### src/rtl/rotation_path_ctrl_if.sv
// Handshake/bus bundle between the register file, encoder and the
// steering rotation controller. master drives commands, slave is the controller.
interface rotation_path_ctrl_if #(
    parameter int ANGLE_W = 12,
    parameter int PWM_W   = 8
);
    logic               enable;
    logic               start;
    logic [ANGLE_W-1:0] target_angle;
    logic [ANGLE_W-1:0] current_angle;
    logic               angle_valid;
    logic [PWM_W-1:0]   pwm_duty;
    logic               dir;
    logic               busy;
    logic               done;
    logic               fault;
    logic [ANGLE_W-1:0] err_mag;

    modport master (
        output enable, start, target_angle, current_angle, angle_valid,
        input  pwm_duty, dir, busy, done, fault, err_mag
    );

    modport slave (
        input  enable, start, target_angle, current_angle, angle_valid,
        output pwm_duty, dir, busy, done, fault, err_mag
    );
endinterface

### src/rtl/rotation_path_ctrl.sv
// Closed-loop steering rotation controller: shortest modular path,
// duty ramp/taper, tolerance stop, re-targeting and move timeout.
module rotation_path_ctrl #(
    parameter int ANGLE_W   = 12,
    parameter int PWM_W     = 8,
    parameter int TOL       = 8,
    parameter int SLOW_ZONE = 256,
    parameter int MIN_PWM   = 20,
    parameter int MAX_PWM   = 200,
    parameter int RAMP_STEP = 4,
    parameter int RAMP_DIV  = 1000,
    parameter int TIMEOUT   = 50000000
) (
    input logic           clk,
    input logic           reset_n,
    rotation_path_ctrl_if.slave bus
);

    localparam int DIV_W = $clog2(RAMP_DIV + 1);
    localparam int TO_W  = $clog2(TIMEOUT + 1);

    localparam logic [ANGLE_W-1:0] LP_HALF = {1'b1, {(ANGLE_W-1){1'b0}}};
    localparam logic [ANGLE_W-1:0] LP_TOL  = ANGLE_W'(TOL);
    localparam logic [ANGLE_W-1:0] LP_SLOW = ANGLE_W'(SLOW_ZONE);

    localparam logic [PWM_W-1:0] LP_MIN   = PWM_W'(MIN_PWM);
    localparam logic [PWM_W-1:0] LP_MAX   = PWM_W'(MAX_PWM);
    localparam logic [PWM_W:0]   LP_MIN_X = {1'b0, LP_MIN};
    localparam logic [PWM_W:0]   LP_MAX_X = {1'b0, LP_MAX};
    localparam logic [PWM_W:0]   LP_STEP  = (PWM_W+1)'(RAMP_STEP);

    localparam logic [DIV_W-1:0] LP_DIV_END = DIV_W'(RAMP_DIV - 1);
    localparam logic [TO_W-1:0]  LP_TO_END  = TO_W'(TIMEOUT - 1);

    typedef enum logic [2:0] {
        S_IDLE,
        S_CALC,
        S_RAMP,
        S_TAPER,
        S_DONE,
        S_FAULT
    } state_t;

    state_t             r_state;
    logic [ANGLE_W-1:0] r_tgt;
    logic [ANGLE_W-1:0] r_err;
    logic [PWM_W-1:0]   r_duty;
    logic               r_dir;
    logic               r_busy;
    logic               r_done;
    logic               r_fault;
    logic               r_rev;
    logic               r_rev_dir;
    logic [DIV_W-1:0]   r_ramp_cnt;
    logic [TO_W-1:0]    r_to_cnt;

    logic [ANGLE_W-1:0] w_d;
    logic               w_dir;
    logic [ANGLE_W-1:0] w_err;
    logic [ANGLE_W-1:0] w_err_cur;
    logic [PWM_W:0]     w_up;
    logic [PWM_W:0]     w_dn;
    logic [PWM_W-1:0]   w_duty_up;
    logic [PWM_W-1:0]   w_duty_dn;
    logic               w_tick;

    // Shortest modular path; an exact half-circle resolves to CW.
    always_comb begin
        w_d       = r_tgt - bus.current_angle;
        w_dir     = (w_d > LP_HALF);
        w_err     = w_dir ? -w_d : w_d;
        w_err_cur = bus.angle_valid ? w_err : r_err;
    end

    // Duty ramp arithmetic with one guard bit, then clamp to the band.
    always_comb begin
        w_up      = {1'b0, r_duty} + LP_STEP;
        w_dn      = {1'b0, r_duty} - LP_STEP;
        w_duty_up = (w_up > LP_MAX_X) ? LP_MAX : w_up[PWM_W-1:0];
        w_duty_dn = (w_dn[PWM_W] || (w_dn < LP_MIN_X)) ?
                    LP_MIN : w_dn[PWM_W-1:0];
        w_tick    = (r_ramp_cnt == LP_DIV_END);
    end

    // Move sequencer: enable and start take priority over timeout,
    // which takes priority over normal tracking.
    always_ff @(posedge clk or negedge reset_n) begin
        if (!reset_n) begin
            r_state    <= S_IDLE;
            r_tgt      <= '0;
            r_err      <= '0;
            r_duty     <= '0;
            r_dir      <= 1'b0;
            r_busy     <= 1'b0;
            r_done     <= 1'b0;
            r_fault    <= 1'b0;
            r_rev      <= 1'b0;
            r_rev_dir  <= 1'b0;
            r_ramp_cnt <= '0;
            r_to_cnt   <= '0;
        end else if (!bus.enable) begin
            r_state    <= S_IDLE;
            r_duty     <= '0;
            r_busy     <= 1'b0;
            r_done     <= 1'b0;
            r_rev      <= 1'b0;
            r_ramp_cnt <= '0;
            r_to_cnt   <= '0;
        end else if (bus.start) begin
            // Duty is held until the new target has been evaluated.
            r_state  <= S_CALC;
            r_tgt    <= bus.target_angle;
            r_fault  <= 1'b0;
            r_done   <= 1'b0;
            r_busy   <= 1'b1;
            r_rev    <= 1'b0;
            r_to_cnt <= '0;
        end else if (r_busy && (r_to_cnt == LP_TO_END)) begin
            r_state <= S_FAULT;
            r_duty  <= '0;
            r_fault <= 1'b1;
            r_busy  <= 1'b0;
            r_rev   <= 1'b0;
        end else begin
            if (r_busy) begin
                r_to_cnt <= r_to_cnt + 1'b1;
            end
            if (r_busy && bus.angle_valid) begin
                r_err <= w_err;
            end
            unique case (r_state)
                S_IDLE: begin
                    r_duty <= '0;
                    r_done <= 1'b0;
                end
                S_CALC: begin
                    if (bus.angle_valid) begin
                        r_dir <= w_dir;
                        if (w_err <= LP_TOL) begin
                            r_state <= S_DONE;
                            r_duty  <= '0;
                            r_done  <= 1'b1;
                            r_busy  <= 1'b0;
                        end else begin
                            r_state    <= S_RAMP;
                            r_duty     <= LP_MIN;
                            r_ramp_cnt <= '0;
                        end
                    end
                end
                S_RAMP, S_TAPER: begin
                    if (r_rev) begin
                        // Second half of a reversal: flip the pin, restart low.
                        r_rev      <= 1'b0;
                        r_dir      <= r_rev_dir;
                        r_duty     <= LP_MIN;
                        r_ramp_cnt <= '0;
                        r_state    <= (w_err_cur <= LP_SLOW) ? S_TAPER : S_RAMP;
                    end else if (bus.angle_valid && (w_err <= LP_TOL)) begin
                        r_state <= S_DONE;
                        r_duty  <= '0;
                        r_done  <= 1'b1;
                        r_busy  <= 1'b0;
                    end else if (bus.angle_valid && (w_dir != r_dir)) begin
                        // Coast one cycle before driving the other way.
                        r_duty    <= '0;
                        r_rev     <= 1'b1;
                        r_rev_dir <= w_dir;
                    end else begin
                        if (bus.angle_valid) begin
                            r_state <= (w_err <= LP_SLOW) ? S_TAPER : S_RAMP;
                        end
                        if (w_tick) begin
                            r_ramp_cnt <= '0;
                            r_duty <= (r_state == S_RAMP) ? w_duty_up : w_duty_dn;
                        end else begin
                            r_ramp_cnt <= r_ramp_cnt + 1'b1;
                        end
                    end
                end
                S_DONE: begin
                    r_done  <= 1'b0;
                    r_state <= S_IDLE;
                end
                S_FAULT: begin
                    r_state <= S_IDLE;
                end
                default: begin
                    r_state <= S_IDLE;
                end
            endcase
        end
    end

    assign bus.pwm_duty = r_duty;
    assign bus.dir      = r_dir;
    assign bus.busy     = r_busy;
    assign bus.done     = r_done;
    assign bus.fault    = r_fault;
    assign bus.err_mag  = r_err;

endmodule

### src/flat_wrapper.sv
// flat-port wrapper written by rule: the top's interface ports become plain ports
module rotation_path_ctrl_flat 
#(
    parameter int ANGLE_W   = 12,
    parameter int PWM_W     = 8,
    parameter int TOL       = 8,
    parameter int SLOW_ZONE = 256,
    parameter int MIN_PWM   = 20,
    parameter int MAX_PWM   = 200,
    parameter int RAMP_STEP = 4,
    parameter int RAMP_DIV  = 1000,
    parameter int TIMEOUT   = 50000000
)
  (clk, reset_n, bus_enable, bus_start, bus_target_angle, bus_current_angle, bus_angle_valid, bus_pwm_duty, bus_dir, bus_busy, bus_done, bus_fault, bus_err_mag);
  rotation_path_ctrl_if #(.ANGLE_W(ANGLE_W), .PWM_W(PWM_W)) bus_i ();
  input logic clk;
  input logic reset_n;
  input wire logic [$bits(bus_i.enable)-1:0] bus_enable;
  input wire logic [$bits(bus_i.start)-1:0] bus_start;
  input wire logic [$bits(bus_i.target_angle)-1:0] bus_target_angle;
  input wire logic [$bits(bus_i.current_angle)-1:0] bus_current_angle;
  input wire logic [$bits(bus_i.angle_valid)-1:0] bus_angle_valid;
  output wire logic [$bits(bus_i.pwm_duty)-1:0] bus_pwm_duty;
  output wire logic [$bits(bus_i.dir)-1:0] bus_dir;
  output wire logic [$bits(bus_i.busy)-1:0] bus_busy;
  output wire logic [$bits(bus_i.done)-1:0] bus_done;
  output wire logic [$bits(bus_i.fault)-1:0] bus_fault;
  output wire logic [$bits(bus_i.err_mag)-1:0] bus_err_mag;
  assign bus_i.enable = bus_enable;
  assign bus_i.start = bus_start;
  assign bus_i.target_angle = bus_target_angle;
  assign bus_i.current_angle = bus_current_angle;
  assign bus_i.angle_valid = bus_angle_valid;
  assign bus_pwm_duty = bus_i.pwm_duty;
  assign bus_dir = bus_i.dir;
  assign bus_busy = bus_i.busy;
  assign bus_done = bus_i.done;
  assign bus_fault = bus_i.fault;
  assign bus_err_mag = bus_i.err_mag;
  rotation_path_ctrl #(.ANGLE_W(ANGLE_W), .PWM_W(PWM_W), .TOL(TOL), .SLOW_ZONE(SLOW_ZONE), .MIN_PWM(MIN_PWM), .MAX_PWM(MAX_PWM), .RAMP_STEP(RAMP_STEP), .RAMP_DIV(RAMP_DIV), .TIMEOUT(TIMEOUT)) u_core (.clk(clk), .reset_n(reset_n), .bus(bus_i));
endmodule
### config.mk
export PLATFORM = sky130hd
export DESIGN_NAME = rotation_path_ctrl_flat
export DESIGN_NICKNAME = d
export VERILOG_FILES = /design/src/rtl/rotation_path_ctrl_if.sv /design/src/rtl/rotation_path_ctrl.sv /design/src/flat_wrapper.sv
export SDC_FILE = /design/constraint.sdc
export NUM_CORES = 1
export LEC_CHECK = 0
export BUFFER_PORTS_ARGS = -buffer_cell sky130_fd_sc_hd__buf_2
export CAP_MARGIN = 10
export CORE_ASPECT_RATIO = 1.2
export CORE_MARGIN = 2
export CORE_UTILIZATION = 55
export CTS_BUF_LIST = sky130_fd_sc_hd__clkbuf_2
export CTS_CLUSTER_DIAMETER = 100
export DETAILED_ROUTE_END_ITERATION = 10
export PLACE_DENSITY = 0.78
export SLEW_MARGIN = 20
export SYNTH_ARGS = -nofsm -noshare
export SYNTH_HDL_FRONTEND = slang
export SYNTH_SLANG_ARGS = --single-unit
### constraint.sdc
create_clock -name clk -period 3.42 [get_ports clk]
set_clock_uncertainty 0.05 [all_clocks]
set_input_delay 0.684 -clock clk [delete_from_list [all_inputs] [get_ports clk]]
set_output_delay 0.684 -clock clk [all_outputs]
set_load 0.05 [all_outputs]
==> flow_summary.toml <==
[outcome]
run_status = "complete, but fails checks"
failed_checks = "negative setup slack"

[synth]
post_synth_inst_count = 633
post_synth_main_area_contributors = "dfrtp_1, nand2_1, nor2_1"
synth.cell_area_um2 = 5410
post_synth.cell_area_avg_um2 = 8.55
number_of_distinct_library_cells_after_synthesis = 83
synthDominantCellAreaShare_pct = 34.7
yosysMostFrequentCell = "dfrtp_1"
synth_ff_type = "dfrtp_1"
synth_edf_count = 0
post_synth_most_frequent_cells = "dfrtp_1, nand2_1, nor2_1, o21ai_0, a21oi_1"
synth_seq_cells = 75
synth.yosys.seq_area_share_pct = 34.7
warning_count_from_the_yosys_run = 0
synth_top_area_cell = "dfrtp_1"
async_reset_ff_share_pct = 100

[clocking]
clk_pin_slew_ns = 0.25
insertion_delay_ns = 0.58
cts_tree = "done"
number_of_buffers_inserted_during_clock_tree_synthesis = 9
clock_tree.htree_level_count = 3
clock_tree.root_cell = "clkbuf_2"
cts.sinks = 75
ctsLongestPathBuffers = 2

[worst_setup_path]
worst_path_largest_cell_delay_ns = 0.42
worst_setup_path_start_kind = "flip-flop"
timing.critical_path.required_ns = 3.87
crit_chain = "inv_2 -> ha_4 -> fa_2 -> nand2b_4 -> a21oi_4 -> xor2_2 -> nor3_2 -> nand4_1 -> o21a_4 -> buf_12 -> a31oi_4 -> nand3_4 -> buf_4 -> nor4b_2 -> o21ai_0 -> o211a_1 -> o31ai_1"
worst-endpoint-arrival_ns = 4.18
timing.critical_path.to_type = "flip-flop"
worst-path-max-fanout = 4
worstSetupPathType = "flip-flop to flip-flop"
cpMaxStageDelayCell = "dfrtp_1"

[floorplanning]
core-area_um2 = 9560
core.rowCount = 39
die_area_um2 = 10700
die-width_um = 94.6
floorplan.initialDensity_pct = 56.6
die_height_um = 113
io-pin-count = 53

[place]
gp_congestion = 0.922
postPlaceCellArea_um2 = 6490
place_inst = 864
detailed_place_hpwl_um = 11200
port_buffers = 50

[route]
wl_per_cell_um = 17.2
via_count = 5491
dr.first_iter.drc_count = 401
antenna_violating_nets_post_route = 0
vias_per_cell = 6.11
drt-pass1-iter-count = 5
detail_route.wirelength_um = 15500
drc_errors = 0

[sta]
period_minus_slack_ns = 3.73
finalCritPeriodShare_pct = 109
setup_slack_ns = -0.314
timing.max_slew.rel_slack_pct = 51.7
transition_at_the_pin_with_the_smallest_max_transition_slack_ns = 0.723
unrepaired_setup_endpoints_after_global_routing = "true"
finalSetupViolations = 23
fmax_mhz = 268
slew_violations = 0
hold_viol_final = 0

[worst_hold_path]
min-delay-path-class = "input pin to flip-flop"

[flow_run]
cap_viol_max_count = 0

[finish]
drive_above_1_share_pct = 34.1
design_area_um2 = 7100
nets = 819
diodes = 0
final_cells = 899
syn2layout_area_growth_pct = 31.3
final_core_util_pct = 74.3

[global_route]
antenna_violations_before_repair = 0
grt_overflow = 0
vias_in_the_first_global_route = 5592
largest_net_degree_at_the_start_of_global_routing = 76
grt_use_total_pct = 29.8
grt_pass1_wl_um = 25200

[power]
power.ir.vdd_worst_v = 0.000317
fin_total_pwr_mw = 3.70
pwr_density_cell_nw_per_um2 = 521
power.static_leakage_nw = 3.09
path summary, 6_finish.rpt:
check	startpoint	to	slack [ns]	cells past startpoint
min reg2reg	u_core.bus.err_mag[11]$_DFFE_PN0P_	u_core.bus.err_mag[11]$_DFFE_PN0P_	0.49	2
max reg2reg	u_core.r_tgt[0]$_DFFE_PN0P_	u_core.r_state[0]$_DFFE_PN0P_	-0.31	17
max in group asynchronous	reset_n	u_core.bus.dir$_DFFE_PN0P_	2.27	3
min in group asynchronous	reset_n	u_core.bus.fault$_DFFE_PN0P_	0.46	2
max	u_core.r_tgt[0]$_DFFE_PN0P_	u_core.r_state[0]$_DFFE_PN0P_	-0.31	17
min	bus_target_angle[1]	u_core.r_tgt[1]$_DFFE_PN0P_	0.25	2
through the flow:
step                      hold slack (ns)  setup TNS (ns)  setup slack [ns]
after floorplan                     0.338           -5.24            -0.336
after global placement              0.431          -14.16            -0.719
after detailed placement            0.440          -15.91            -0.794
after CTS                           0.208           -3.53            -0.242
after global routing                0.224           -7.85            -0.416
final                               0.255           -5.42            -0.314
logic make-up (layout without fill, tap and decap cells):
| group | after synthesis | count (layout) | share of synthesized area, % |
|---|---|---|---|
| xor gates and xnor gates | 36 | 36 | 5.83 |
| adders and majority gates | 19 | 19 | 4.53 |
| buffers and inverters | 54 | 196 | 4.25 |
| and+or+nand+nor | 267 | 267 | 25.3 |
| muxes | 20 | 20 | 4.07 |
| AOI/OAI and AO/OA | 161 | 161 | 21.3 |
| other | 1 | 2 | 0.0693 |
| DFF | 75 | 75 | 34.7 |
cell type report:
class	instances	area (µm²)
clock inverter	7	72.6
multi-input combinational	505	3760
inverter	25	93.8
tap	123	154
fill	700	2460
timing repair buffer	155	1100
clock buffer	9	45.0
sequential	75	1880
repair_timing:
action                                  CTS  global route
hold buffers                              0             1
buffers inserted                         11             6
resized for setup                        33            22
hold endpoints to repair                  0            20
pin swaps                                13            10
endpoints found under the setup margin   23            23
worst max-delay path, delay by kind of cell (launching register included):
kind | cells | cell delay, ns
xor gates and xnor gates | 1 | 0.12
buffers and inverters | 3 | 0.37
and+or+nand+nor | 5 | 1.04
DFF | 1 | 0.42
adders and majority gates | 2 | 0.54
AOI/OAI and AO/OA | 6 | 1.10
flip-flops by register name, summed over array words and instances (netlist names), 3 cells and up:
signal               flops
u_core.r_to_cnt         26
u_core.bus.err_mag      12
u_core.r_ramp_cnt       10
u_core.r_state           3
u_core.r_tgt            12
u_core.bus.pwm_duty      6
routing by layer:
| layer | GRT usage (%) | vias to the layer above | share of wire (%) |
|---|---|---|---|
| met1 | 31.5 | 2667 | 38 |
| met5 | 0 | - | 0 |
| li1 | - | 2570 | - |
| met3 | 5.17 | 63 | 3.8 |
| met2 | 54.9 | 191 | 53 |
| met4 | 16.4 | 0 | 4.9 |
report_power, final:
part / switching, mW / internal, mW
logic: 1.17 / 0.911
clock network: 0.356 / 0.172
registers: 0.105 / 0.984
cell usage in the layout (no fill, tap or decap), types with 6 or more instances in the layout:
master | netlist | layout
a21o_1 | 6 | 6
a21oi_1 | 32 | 28
and3_1 | 9 | 8
buf_2 | 4 | 49
buf_4 | 2 | 98
clkbuf_2 | 0 | 9
dfrtp_1 | 75 | 75
ha_1 | 18 | 12
inv_1 | 25 | 24
mux2_2 | 15 | 15
nand2_1 | 67 | 66
nand2b_1 | 13 | 12
nand3_1 | 26 | 23
nor2_1 | 64 | 61
nor3_1 | 17 | 12
nor4_1 | 10 | 10
o211ai_1 | 9 | 9
o21ai_0 | 35 | 31
o21ai_1 | 5 | 6
or3_1 | 18 | 15
xnor2_1 | 12 | 11
xor2_1 | 24 | 22
No activity file was read; power rests on OpenSTA's default activity.
